File: src/rtl/max_tracker_3bit.sv
// Windowed maximum tracker for 3-bit samples with tie count and compare flags.
// Optional minimum tracking (run_min register, min_out port) is built when TRACK_MIN_EN is defined.
module max_tracker_3bit #(
  parameter int unsigned WINDOW = 4
) (
  input  logic       clk,
  input  logic       rst,
  input  logic [2:0] in_data,
  input  logic       in_valid,
  output logic       in_ready,
  output logic [2:0] max_out,
`ifdef TRACK_MIN_EN
  output logic [2:0] min_out,
`endif
  output logic [3:0] tie_cnt,
  output logic       cmp_gt,
  output logic       cmp_eq,
  output logic       cmp_lt,
  output logic       out_valid,
  input  logic       out_ready
);

  localparam int unsigned CW = 4;
  localparam int unsigned DW = 3;

  typedef enum logic [1:0] {IDLE, ACCUM, HOLD} state_t;

  state_t        state;
  logic [CW-1:0] cnt;
  logic [CW-1:0] ties;
  logic [DW-1:0] run_max;

  logic          accept;
  logic          a_gt;
  logic          a_eq;
  logic          a_lt;
  logic [DW-1:0] upd_max;
  logic [CW-1:0] upd_ties;
  logic [CW-1:0] upd_cnt;
  logic          done;

`ifdef TRACK_MIN_EN
  logic [DW-1:0] run_min;
  logic [DW-1:0] upd_min;
`endif

  // Window state as it will stand once the current sample is absorbed
  always_comb begin
    accept   = in_valid && in_ready;
    a_gt     = in_data > run_max;
    a_eq     = in_data == run_max;
    a_lt     = in_data < run_max;
    upd_max  = run_max;
    upd_ties = ties;
    upd_cnt  = cnt + CW'(1);
    if (state == IDLE) begin
      upd_max  = in_data;
      upd_ties = CW'(1);
      upd_cnt  = CW'(1);
    end else if (a_gt) begin
      upd_max  = in_data;
      upd_ties = CW'(1);
    end else if (a_eq) begin
      upd_ties = ties + CW'(1);
    end
    done = upd_cnt == CW'(WINDOW);
  end

`ifdef TRACK_MIN_EN
  always_comb begin
    upd_min = run_min;
    if (state == IDLE || in_data < run_min) upd_min = in_data;
  end
`endif

  always_ff @(posedge clk) begin
    if (rst) begin
      state     <= IDLE;
      cnt       <= '0;
      ties      <= '0;
      run_max   <= '0;
      max_out   <= '0;
      tie_cnt   <= '0;
      cmp_gt    <= 1'b0;
      cmp_eq    <= 1'b0;
      cmp_lt    <= 1'b0;
      out_valid <= 1'b0;
      in_ready  <= 1'b1;
`ifdef TRACK_MIN_EN
      run_min   <= '1;
      min_out   <= '1;
`endif
    end else begin
      case (state)
        IDLE, ACCUM: begin
          if (accept) begin
            run_max <= upd_max;
            ties    <= upd_ties;
            cnt     <= upd_cnt;
`ifdef TRACK_MIN_EN
            run_min <= upd_min;
`endif
            // First sample of a window has nothing to compare against
            if (state == IDLE) begin
              cmp_gt <= 1'b0;
              cmp_eq <= 1'b1;
              cmp_lt <= 1'b0;
            end else begin
              cmp_gt <= a_gt;
              cmp_eq <= a_eq;
              cmp_lt <= a_lt;
            end
            if (done) begin
              max_out   <= upd_max;
              tie_cnt   <= upd_ties;
`ifdef TRACK_MIN_EN
              min_out   <= upd_min;
`endif
              out_valid <= 1'b1;
              in_ready  <= 1'b0;
              state     <= HOLD;
            end else begin
              state <= ACCUM;
            end
          end
        end
        HOLD: begin
          if (out_ready) begin
            state     <= IDLE;
            cnt       <= '0;
            out_valid <= 1'b0;
            in_ready  <= 1'b1;
          end
        end
        default: begin
          state    <= IDLE;
          cnt      <= '0;
          in_ready <= 1'b1;
        end
      endcase
    end
  end

endmodule

File: config.mk
export PLATFORM = sky130hd
export DESIGN_NAME = max_tracker_3bit
export DESIGN_NICKNAME = d
export VERILOG_FILES = /design/src/rtl/max_tracker_3bit.sv
export SDC_FILE = /design/constraint.sdc
export NUM_CORES = 1
export LEC_CHECK = 0
export CAP_MARGIN = 20
export CORE_ASPECT_RATIO = 1.75
export CORE_UTILIZATION = 52
export DETAILED_ROUTE_END_ITERATION = 12
export GPL_TIMING_DRIVEN = 0
export PLACE_DENSITY = 0.9
export SETUP_SLACK_MARGIN = 0.4
export SLEW_MARGIN = 5
export SYNTH_ARGS = -nofsm -noshare
export SYNTH_HDL_FRONTEND = slang
export SYNTH_SLANG_ARGS = --single-unit
File: constraint.sdc
create_clock -name clk -period 2.6 [get_ports clk]
set_input_delay 0.52 -clock clk [delete_from_list [all_inputs] [get_ports clk]]
set_output_delay 0.52 -clock clk [all_outputs]
set_load 0.1 [all_outputs]
==> flow_summary.yaml, run 1 <==
setup_path:
  worstPathRequired_ns: 2.85
  arrival_ns: 2.35
  rrSetupSlack_ns: 0.50
  r2r_end: "ties[3]$_SDFFE_PP0P_"
  path_buf_inv: 3
  worstSetupPathType: "flop to flop"
  crit_slowest_cell: "or4_4"
  critPathMaxFanout: 9
  startpoint_type: "flop"
  endpoint: "ties[3]$_SDFFE_PP0P_"
  r2r-start: "run_max[1]$_SDFFE_PP0P_"
  worstSetupPathDepth: 9
  critPathLaunch: "run_max[1]$_SDFFE_PP0P_"
  cp-end-kind: "flop"
  cpMostUsedCell: "buf_6"
  crit_path_cell_trace: "inv_1 > ha_4 > and3_4 > buf_6 > a21oi_2 > or2_1 > buf_6 > or4_4 > a31oi_1"
  cp_top_family: "simple AND/OR/NAND/NOR gates"
  critPathMaxStageDelay_ns: 0.46
  ff2ff_path_depth: 9
final_layout:
  fillerInstances: 185
  drive_gt1_share_pct: 15.6
  diodes: 0
  layout_common_cells: "22 x dfxtp_1, 17 x nor2_1, 15 x nand2_1"
  multi_input_area_sq_um: 689
  final_util_pct: 70.0
  final_cell_area_sq_um: 1500
  final_common_cell: "dfxtp_1"
  fin_nets: 186
  syn_to_final_growth_pct: 24.3
  regArea_sq_um: 504
routing:
  vias: 1159
  wl_per_cell_microns: 14.6
  first_pass_iters: 4
  drtAntennaViolNets: 0
  drt_iter0_drc: 47
  route.detailed.drc: 0
  wl_microns: 2870
  vias_per_cell: 5.88
power_and_ir_drop:
  ir_drop_v: 0.000299
  p_seq_share_pct: 56.3
  power_frac_comb_pct: 19.3
  sw_frac_of_total_pct: 29.3
  p_clk_share_pct: 24.4
  power.internal_uw: 505
  p_leak_nw: 0.606
  switching_power_uw: 209
  cellPowerDensity_nw_per_um2: 475
place:
  io_buffers: 18
  dpl_worst_slack_ns: -0.207
  place_congestion: 0.851
  dp_hpwl_microns: 2080
  placed_area_sq_um: 1420
synthesis:
  synth-compound-area-share_pct: 17.7
  ys_warn_count: 0
  ys_seq_elements: 25
  yosys-mux-area-fraction_pct: 0.827
  synth-simple-area-share_pct: 26.1
  synth_top_family_by_area: "simple AND/OR/NAND/NOR gates"
  netlist_area_sq_um: 1210
  syn_avg_cell_area_sq_um: 8.23
  synth_cell_types: 35
  syn-num-nets: 159
  synthCells: 147
  yosysSeqAreaShare_pct: 41.4
  synth_fa_ha_area_share_pct: 5.17
  synth_xor_area_share_pct: 2.90
grt:
  antenna_found_initial: 0
  grt_max_degree: 15
  grt_usage_pct: 24.3
  gr-total-overflow: 0
  grt_pass1_wl_microns: 4490
  grt_pass1_vias: 1065
sta:
  finalClockSkew_ns: 0.00179
  worst_slew_pin_slew_ns: 0.969
  clock.fmax_ghz: 0.476
  timing_hold_violations_final: 0
  finalCriticalPeriod_ns: 2.10
  fin_ws_ns: 0.498
  slew_viol_final: 0
  tns_ns: 0
  setup_violations: 0
  timing.final.crit_share_pct: 80.8
  grt_setup_unrepaired: "false"
  slew_headroom_pct: 35.7
floorplanning:
  start_util_pct: 56.4
  core-area_sq_um: 2150
  die_area_sq_um: 2530
  rows: 22
  die_h_microns: 65.8
  ios: 19
  die_x_microns: 38.5
cts:
  path_clk_slew_ns: 0.14
  clock_path_buffers: 2
  cts_tree: "built"
  numCtsBuffers: 3
  clkSinkCount: 25
  clock_tree.root_cell: "clkbuf_4"
  htreeDepth: 1
  insertion_delay_ns: 0.32
run_status:
  status: "completed"
worst_hold_path:
  hp-class: "input port to flop"
flow_run:
  maxCapViolCount: 0
cell families (layout without fill, tap and decap cells):
family,after synthesis,after routing
and+or+nand+nor,65,65
AOI/OAI and AO/OA,35,35
DFF,25,25
buffers and inverters,12,38
adders and majority gates,5,5
xor gates and xnor gates,4,4
muxes,1,1
per-stage QoR:
step           cells  total power [mW]  hold slack (ns)
4_1_cts          193             0.705            0.469
3_5_place_dp     189             0.533            0.454
5_1_grt          197             0.741            0.452
6_report         197             0.714            0.451
3_3_place_gp     189             0.529            0.443
2_1_floorplan    147             0.496            0.449
cells in the mapped netlist, drive strengths merged:
library cell   n  area (sq um)
a2111oi        1          8.76
a211oi         2          15.0
a21oi         13          68.8
a22oi          4          30.0
a311oi         1          8.76
a31oi          4          25.0
and2           1          6.26
and3           1          6.26
and4           1          8.76
buf            3          33.8
clkbuf         2          7.51
dfxtp         25           500
dlygate4sd1    1          8.76
ha             5          62.6
inv            6          22.5
mux2i          1          10.0
nand2         15          56.3
nand2b         2          12.5
nand3         10          50.1
nand3b         4          30.0
nand4          2          12.5
nor2          18          67.6
nor2b          1          6.26
nor3           4          20.0
nor4           1          6.26
o21a           1          7.51
o21ai          7          35.0
o21bai         2          15.0
or2            2          12.5
or3            2          12.5
or4            1          7.51
xnor2          2          17.5
xor2           2          17.5
area by class of cell:
cell class | count | area share (%)
Inverter | 6 | 1.50
Timing Repair Buffer | 22 | 12.0
Multi-Input combinational cell | 110 | 45.8
Tap cell | 24 | 2.00
Buffer | 6 | 3.33
Clock buffer | 3 | 1.50
Clock inverter | 1 | 0.333
Sequential cell | 25 | 33.5
registers in the layout, indices dropped and copies added (netlist names):
signal and cells:
state 2, cmp_gt 1, cmp_eq 1, max_out 3, cnt 4, ties 4
out_valid 1, in_ready 1, tie_cnt 4, run_max 3, cmp_lt 1
power by group through the flow:
stage | combinational (mW) | clock [mW] | sequential (mW)
after floorplan | 0.0694 | 0 | 0.427
after global placement | 0.121 | 0 | 0.408
after detailed placement | 0.124 | 0 | 0.409
after CTS | 0.130 | 0.174 | 0.400
after global routing | 0.150 | 0.188 | 0.403
final | 0.138 | 0.174 | 0.402
tightest hold or removal path, cell delays in order:
cell and delay (ns):
clkbuf_2 0.10, nand3_1 0.06, a21oi_1 0.05
layer usage:
metal | track usage [%] | up-vias | share of wire [%]
li1 | - | 571 | -
met1 | 26.7 | 557 | 39
met2 | 43.9 | 23 | 57
met3 | 2.69 | 8 | 1.8
met4 | 11.2 | 0 | 2.0
met5 | 0 | - | 0
what timing repair did:
item / in CTS / in global routing
setup endpoints to repair: 16 / 2
hold buffers: 0 / 0
buffers inserted: 0 / 4
pin swaps: 2 / 5
gates resized for setup: 20 / 11
how the worst min path moves through the flow:
stage	cells after the start	to	startpoint
after floorplan	2	run_max[2]$_SDFFE_PP0P_	run_max[2]$_SDFFE_PP0P_
after global placement	2	tie_cnt[1]$_SDFFE_PP0P_	tie_cnt[1]$_SDFFE_PP0P_
after detailed placement	2	out_valid$_SDFFE_PP0P_	out_valid$_SDFFE_PP0P_
after CTS	2	out_valid$_SDFFE_PP0P_	out_valid$_SDFFE_PP0P_
after global routing	3	run_max[0]$_SDFFE_PP0P_	in_data[0]
final	3	run_max[0]$_SDFFE_PP0P_	in_data[0]
Note: power is estimated with default switching activity, not from simulation.
==> run 2, diff against run 1 <==
--- a/config.mk
+++ b/config.mk
@@ -7,10 +7,10 @@
 export LEC_CHECK = 0
 export CAP_MARGIN = 20
 export CORE_ASPECT_RATIO = 1.75
-export CORE_UTILIZATION = 52
+export CORE_UTILIZATION = 47
 export DETAILED_ROUTE_END_ITERATION = 12
 export GPL_TIMING_DRIVEN = 0
-export PLACE_DENSITY = 0.9
+export PLACE_DENSITY = 0.86
 export SETUP_SLACK_MARGIN = 0.4
 export SLEW_MARGIN = 5
 export SYNTH_ARGS = -nofsm -noshare
==> constraint.sdc (replaced) <==
create_clock -name clk -period 1.7 [get_ports clk]
set_input_delay 0.34 -clock clk [delete_from_list [all_inputs] [get_ports clk]]
set_output_delay 0.34 -clock clk [all_outputs]
set_load 0.1 [all_outputs]
==> run 2 against run 1 <==
Compared with the run above:
- the flow now finishes with violations (setup timing)
- flip-flop and latch count unchanged
- setup slack got worse by 0.80 ns
- clock-buffer cell count increased by 1
- sequential power increased by 53%
- critical path depth unchanged
- worst hold slack got worse by 0.11 ns
- combinational power increased by 99%
- register-to-register slack got worse by 0.80 ns
==> flow_summary.yaml, run 2 (synthesis results as in run 1) <==
cts:
  clock_tree.root_cell: "clkbuf_8"
  cts_hold_buf: 0
  path_clk_slew_ns: 0.08
  clock_path_buffers: 2
  numCtsBuffers: 3
  insertion_delay_ns: 0.27
  clkSinkCount: 25
  cts_tree: "built"
  htreeDepth: 1
routing:
  vias_per_cell: 5.90
  wl_microns: 3400
  drt_iter0_drc: 24
  vias: 1210
  wl_per_cell_microns: 16.6
  first_pass_iters: 4
  route.detailed.drc: 0
  drtAntennaViolNets: 0
power_and_ir_drop:
  p_leak_nw: 0.666
  cellPowerDensity_nw_per_um2: 717
  ir_drop_v: 0.000541
final_layout:
  layout_common_cells: "19 x buf_4, 16 x dfxtp_1, 13 x nor2_1, 13 x nand2_1, 10 x a21oi_1"
  diodes: 0
  largestRegisters: "cnt: 4 flops, tie_cnt: 4 flops, ties: 4 flops"
  final_common_cell: "buf_4"
  multi_input_area_sq_um: 822
  fin_nets: 192
  fillerInstances: 192
  regArea_sq_um: 514
  fin_cells: 205
  syn_to_final_growth_pct: 43.6
  drive_gt1_share_pct: 41.3
sta:
  finalClockSkew_ns: 0.00331
  timing_hold_violations_final: 0
  fin_ws_ns: -0.304
  holdWs_ns: 0.345
  setup_violations: 12
  slew_viol_final: 0
  grt_setup_unrepaired: "true"
  worst_slew_pin_slew_ns: 0.333
  slew_headroom_pct: 77.8
  clock.fmax_ghz: 0.499
  finalCriticalPeriod_ns: 2.00
  timing.final.crit_share_pct: 118
grt:
  grt_pass1_vias: 1183
  grt_usage_pct: 25.4
  gr-total-overflow: 0
  grt_max_degree: 14
  antenna_found_initial: 0
  grt_pass1_wl_microns: 5140
place:
  dp_hpwl_microns: 2190
  place_congestion: 0.869
  place_inst: 191
  io_buffers: 18
setup_path:
  crit_slowest_cell: "or4_1"
  arrival_ns: 2.21
  r2r_end: "ties[3]$_SDFFE_PP0P_"
  critPathMaxFanout: 4
  worstSetupPathType: "flop to flop"
  cp-end-kind: "flop"
  cp_top_family: "simple AND/OR/NAND/NOR gates"
  crit_path_cell_trace: "inv_2 > ha_4 > and3_4 > buf_6 > a21oi_4 > or2_1 > buf_6 > or4_1 > a31oi_1"
  worstPathRequired_ns: 1.90
  ff2ff_path_depth: 9
  critPathMaxStageDelay_ns: 0.47
  startpoint_type: "flop"
  cpMostUsedCell: "buf_6"
  path_buf_inv: 3
  r2r-start: "run_max[2]$_SDFFE_PP0P_"
  rrSetupSlack_ns: -0.30
run_status:
  violations: "setup timing"
  status: "finished with violations"
worst_hold_path:
  whs_endpoint: "run_max[2]$_SDFFE_PP0P_"
  hp-start: "in_data[2]"
  hold_depth: 3
  hp-class: "input port to flop"
floorplanning:
  die_area_sq_um: 2790
  die_x_microns: 40.4
  die_h_microns: 69.1
  core-area_sq_um: 2460
  rows: 24
  ios: 19
  start_util_pct: 49.1
flow_run:
  maxCapViolCount: 0
run 2: cell count changes in the layout (fill, tap and decap cells not counted), sizes merged:
cell / before / now
dlygate4sd1: 1 / 0
dlygate4sd2: 12 / 2
clkbuf: 8 / 7
clkinv: 1 / 0
clkdlybuf4s15: 0 / 1
clkdlybuf4s50: 3 / 1
dlymetal6s2s: 0 / 1
buf: 7 / 26
run 2: what timing repair did:
item,CTS,global route
pin swaps,7,10
setup buffers,8,2
resized for setup,87,40
endpoints found under the setup margin,37,23
run 2: through the flow:
| step | utilization, % | area [sq um] | total power [mW] | setup WS (ns) | setup TNS (ns) |
|---|---|---|---|---|---|
| 2_1_floorplan | - | 1310 | 0.783 | -0.236 | -0.352 |
| 3_3_place_gp | 61.6 | 1520 | 0.835 | -0.828 | -8.62 |
| 3_5_place_dp | 61.6 | 1520 | 0.844 | -0.871 | -9.38 |
| 4_1_cts | 65.5 | 1610 | 1.22 | -0.305 | -0.786 |
| 5_1_grt | 70.6 | 1740 | 1.29 | -0.331 | -1.69 |
| 6_report | 70.6 | 1740 | 1.25 | -0.304 | -1.06 |
run 2: tightest hold or removal path, cell delays in order:
cell and delay [ns]:
clkbuf_2 0.12, nand3_2 0.06, a21oi_1 0.05
run 2: worst max-delay path by stage:
stage | start | end | slack [ns] | depth (start not counted)
after floorplan | run_max[2]$_SDFFE_PP0P_ | ties[3]$_SDFFE_PP0P_ | -0.24 | 9
after global placement | in_data[0] | ties[3]$_SDFFE_PP0P_ | -0.83 | 10
after detailed placement | in_data[0] | ties[3]$_SDFFE_PP0P_ | -0.87 | 10
after CTS | run_max[2]$_SDFFE_PP0P_ | ties[3]$_SDFFE_PP0P_ | -0.30 | 9
after global routing | run_max[2]$_SDFFE_PP0P_ | tie_cnt[3]$_SDFFE_PP0P_ | -0.33 | 9
final | run_max[2]$_SDFFE_PP0P_ | ties[3]$_SDFFE_PP0P_ | -0.30 | 9
run 2: layout make-up:
cell class	instances	share of cell area, %
sequential	25	29.6
clock buffer	4	2.59
buffer	6	3.53
multi-input combinational	110	47.3
tap	26	1.87
inverter	6	1.30
timing repair buffer	28	13.8
run 2: where the power goes:
group          switching (mW)  total, mW  internal (mW)
combinational           0.160      0.275          0.115
sequential             0.0154      0.616          0.601
clock                   0.187      0.355          0.168
run 2: per-layer routing:
metal  vias up  global-route usage, %  part of all wire (%)  wire (microns)
met1       567                   29.1                    39            1340
met2        48                   41.4                    53            1820
met4         0                   14.4                   3.3             111
li1        584                      -                     -               -
met5         -                      0                     0               0
met3        11                   2.89                   4.0             136
==> run 3, diff against run 2 <==
--- a/config.mk
+++ b/config.mk
@@ -11,6 +11,7 @@
 export DETAILED_ROUTE_END_ITERATION = 12
 export GPL_TIMING_DRIVEN = 0
 export PLACE_DENSITY = 0.86
+export REMOVE_ABC_BUFFERS = 1
 export SETUP_SLACK_MARGIN = 0.4
 export SLEW_MARGIN = 5
 export SYNTH_ARGS = -nofsm -noshare
==> run 3 against run 2 <==
Compared with the run above:
- the run still ends with setup timing left
- via count increased by 12%
- design area increased by 6.6%
- register-to-register slack improved by 0.06 ns
- first-iteration DRC count increased to 2.7 times the previous value
- worst hold slack improved by 0.019 ns
- clock-buffer cell count unchanged
- clock power about the same
- final cell count increased by 4.9%
- largest cell class unchanged
- highest routed layer unchanged
==> flow_summary.yaml, run 3 (synthesis results as in run 1) <==
floorplanning:
  core-area_sq_um: 2460
  ios: 19
  die_area_sq_um: 2790
  die_h_microns: 69.1
  start_util_pct: 49.1
  rows: 24
  die_x_microns: 40.4
setup_path:
  worstSetupPathType: "flop to flop"
  critPathMaxFanout: 4
  startpoint_type: "flop"
  arrival_ns: 2.13
  crit_slowest_cell: "or4_4"
  crit_path_cell_trace: "inv_2 > ha_4 > and3_4 > a21oi_4 > or2_4 > or4_4 > a31oi_4"
  r2r_end: "ties[3]$_SDFFE_PP0P_"
  ff2ff_path_depth: 7
  r2r-start: "run_max[2]$_SDFFE_PP0P_"
  worstPathRequired_ns: 1.89
  critPathMaxStageDelay_ns: 0.50
  cp-end-kind: "flop"
  rrSetupSlack_ns: -0.24
sta:
  setup_violations: 10
  finalCriticalPeriod_ns: 1.94
  fin_ws_ns: -0.243
  timing_hold_violations_final: 0
  clock.fmax_ghz: 0.515
  grt_setup_unrepaired: "true"
  finalClockSkew_ns: 0.00216
  timing.final.crit_share_pct: 114
  holdWs_ns: 0.363
  slew_headroom_pct: 33.4
  worst_slew_pin_slew_ns: 1.00
  slew_viol_final: 0
final_layout:
  final_common_cell: "buf_4"
  largestRegisters: "cnt: 4 flops, tie_cnt: 4 flops, ties: 4 flops"
  fin_nets: 202
  fin_cells: 215
  drive_gt1_share_pct: 48.1
  syn_to_final_growth_pct: 53.2
  diodes: 0
  layout_common_cells: "27 x buf_4, 17 x dfxtp_1, 13 x nor2_1"
cts:
  clock_path_buffers: 2
  cts_hold_buf: 0
  clkSinkCount: 25
  clock_tree.root_cell: "clkbuf_8"
  htreeDepth: 1
  numCtsBuffers: 3
  path_clk_slew_ns: 0.08
  insertion_delay_ns: 0.27
  cts_tree: "built"
power_and_ir_drop:
  p_seq_share_pct: 47.4
  switching_power_uw: 387
  sw_frac_of_total_pct: 29.7
  ir_drop_v: 0.000574
  power.internal_uw: 917
  total_power_mw: 1.30
  cellPowerDensity_nw_per_um2: 704
  p_leak_nw: 0.726
  power_frac_comb_pct: 25.5
  p_clk_share_pct: 27.1
run_status:
  violations: "setup timing"
  status: "finished with violations"
grt:
  grt_pass1_vias: 1259
  grt_util_met2_pct: 44.1
  met1_usage_pct: 39.4
  grt_pass1_wl_microns: 6070
  grt_max_degree: 27
  grt_use_met3_pct: 5.47
  antenna_found_initial: 0
  top_usage_layer: "met2"
  grt_usage_pct: 30.2
  gr-total-overflow: 0
place:
  place_congestion: 0.800
  place_inst: 185
  io_buffers: 18
  dp_hpwl_microns: 1830
  dpl_worst_slack_ns: -1.03
worst_hold_path:
  hp-class: "input port to flop"
  hp-start: "in_data[1]"
  whs_endpoint: "run_max[1]$_SDFFE_PP0P_"
  hold_depth: 3
routing:
  first_pass_iters: 4
  wl_microns: 4100
  drt_iter0_drc: 64
  drtAntennaViolNets: 0
  wl_per_cell_microns: 19.1
  route.detailed.drc: 0
  vias: 1351
  vias_per_cell: 6.28
flow_run:
  maxCapViolCount: 0
-- run 3: repair_timing --
action,CTS,global route
gates resized for setup,130,32
hold endpoints to repair,0,0
pin swaps,23,18
setup buffers,19,7
endpoints found under the setup margin,37,27
-- run 3: area by class of cell --
cell class,count,area [sq um]
tap,26,32.5
clock buffer,4,45.0
multi-input combinational,110,863
timing repair buffer,44,377
sequential,25,513
fill,156,609
inverter,6,22.5
-- run 3: stage by stage --
stage | TNS, ns | cell area (sq um) | util (%)
2_1_floorplan | -7.97 | 1160 | -
3_3_place_gp | -11.98 | 1370 | 55.7
3_5_place_dp | -13.26 | 1370 | 55.7
4_1_cts | -0.467 | 1710 | 69.5
5_1_grt | -1.74 | 1850 | 75.3
6_report | -1.06 | 1850 | 75.3
-- run 3: how the worst max path moves through the flow --
stage / start / endpoint / slack [ns] / cells past startpoint
final: run_max[2]$_SDFFE_PP0P_ / ties[3]$_SDFFE_PP0P_ / -0.24 / 7
after CTS: run_max[2]$_SDFFE_PP0P_ / ties[3]$_SDFFE_PP0P_ / -0.14 / 7
after global routing: run_max[2]$_SDFFE_PP0P_ / ties[3]$_SDFFE_PP0P_ / -0.28 / 7
after floorplan: in_ready$_SDFFE_PP1P_ / tie_cnt[3]$_SDFFE_PP0P_ / -0.67 / 5
after global placement: in_data[2] / ties[3]$_SDFFE_PP0P_ / -0.93 / 7
after detailed placement: in_data[2] / ties[3]$_SDFFE_PP0P_ / -1.03 / 7
-- run 3: layer usage --
metal / wire length (microns) / up-vias
met2: 2070 / 82
met4: 193 / 0
met3: 309 / 22
met5: 0 / -
li1: - / 607
met1: 1520 / 640
-- run 3: power groups by stage --
stage	logic (mW)	clock network, mW	registers, mW
floorplan	0.0880	0	0.653
global placement	0.165	0	0.625
CTS	0.263	0.353	0.614
finish	0.332	0.353	0.618
global route	0.350	0.383	0.620
detailed placement	0.171	0	0.626
-- run 3: critical path, delay by kind of cell (launching register included) --
kind,cells,cell delay (ns)
AOI/OAI and AO/OA,2,0.23
adders and majority gates,1,0.29
buffers and inverters,1,0.04
DFF,1,0.34
and+or+nand+nor,3,0.97
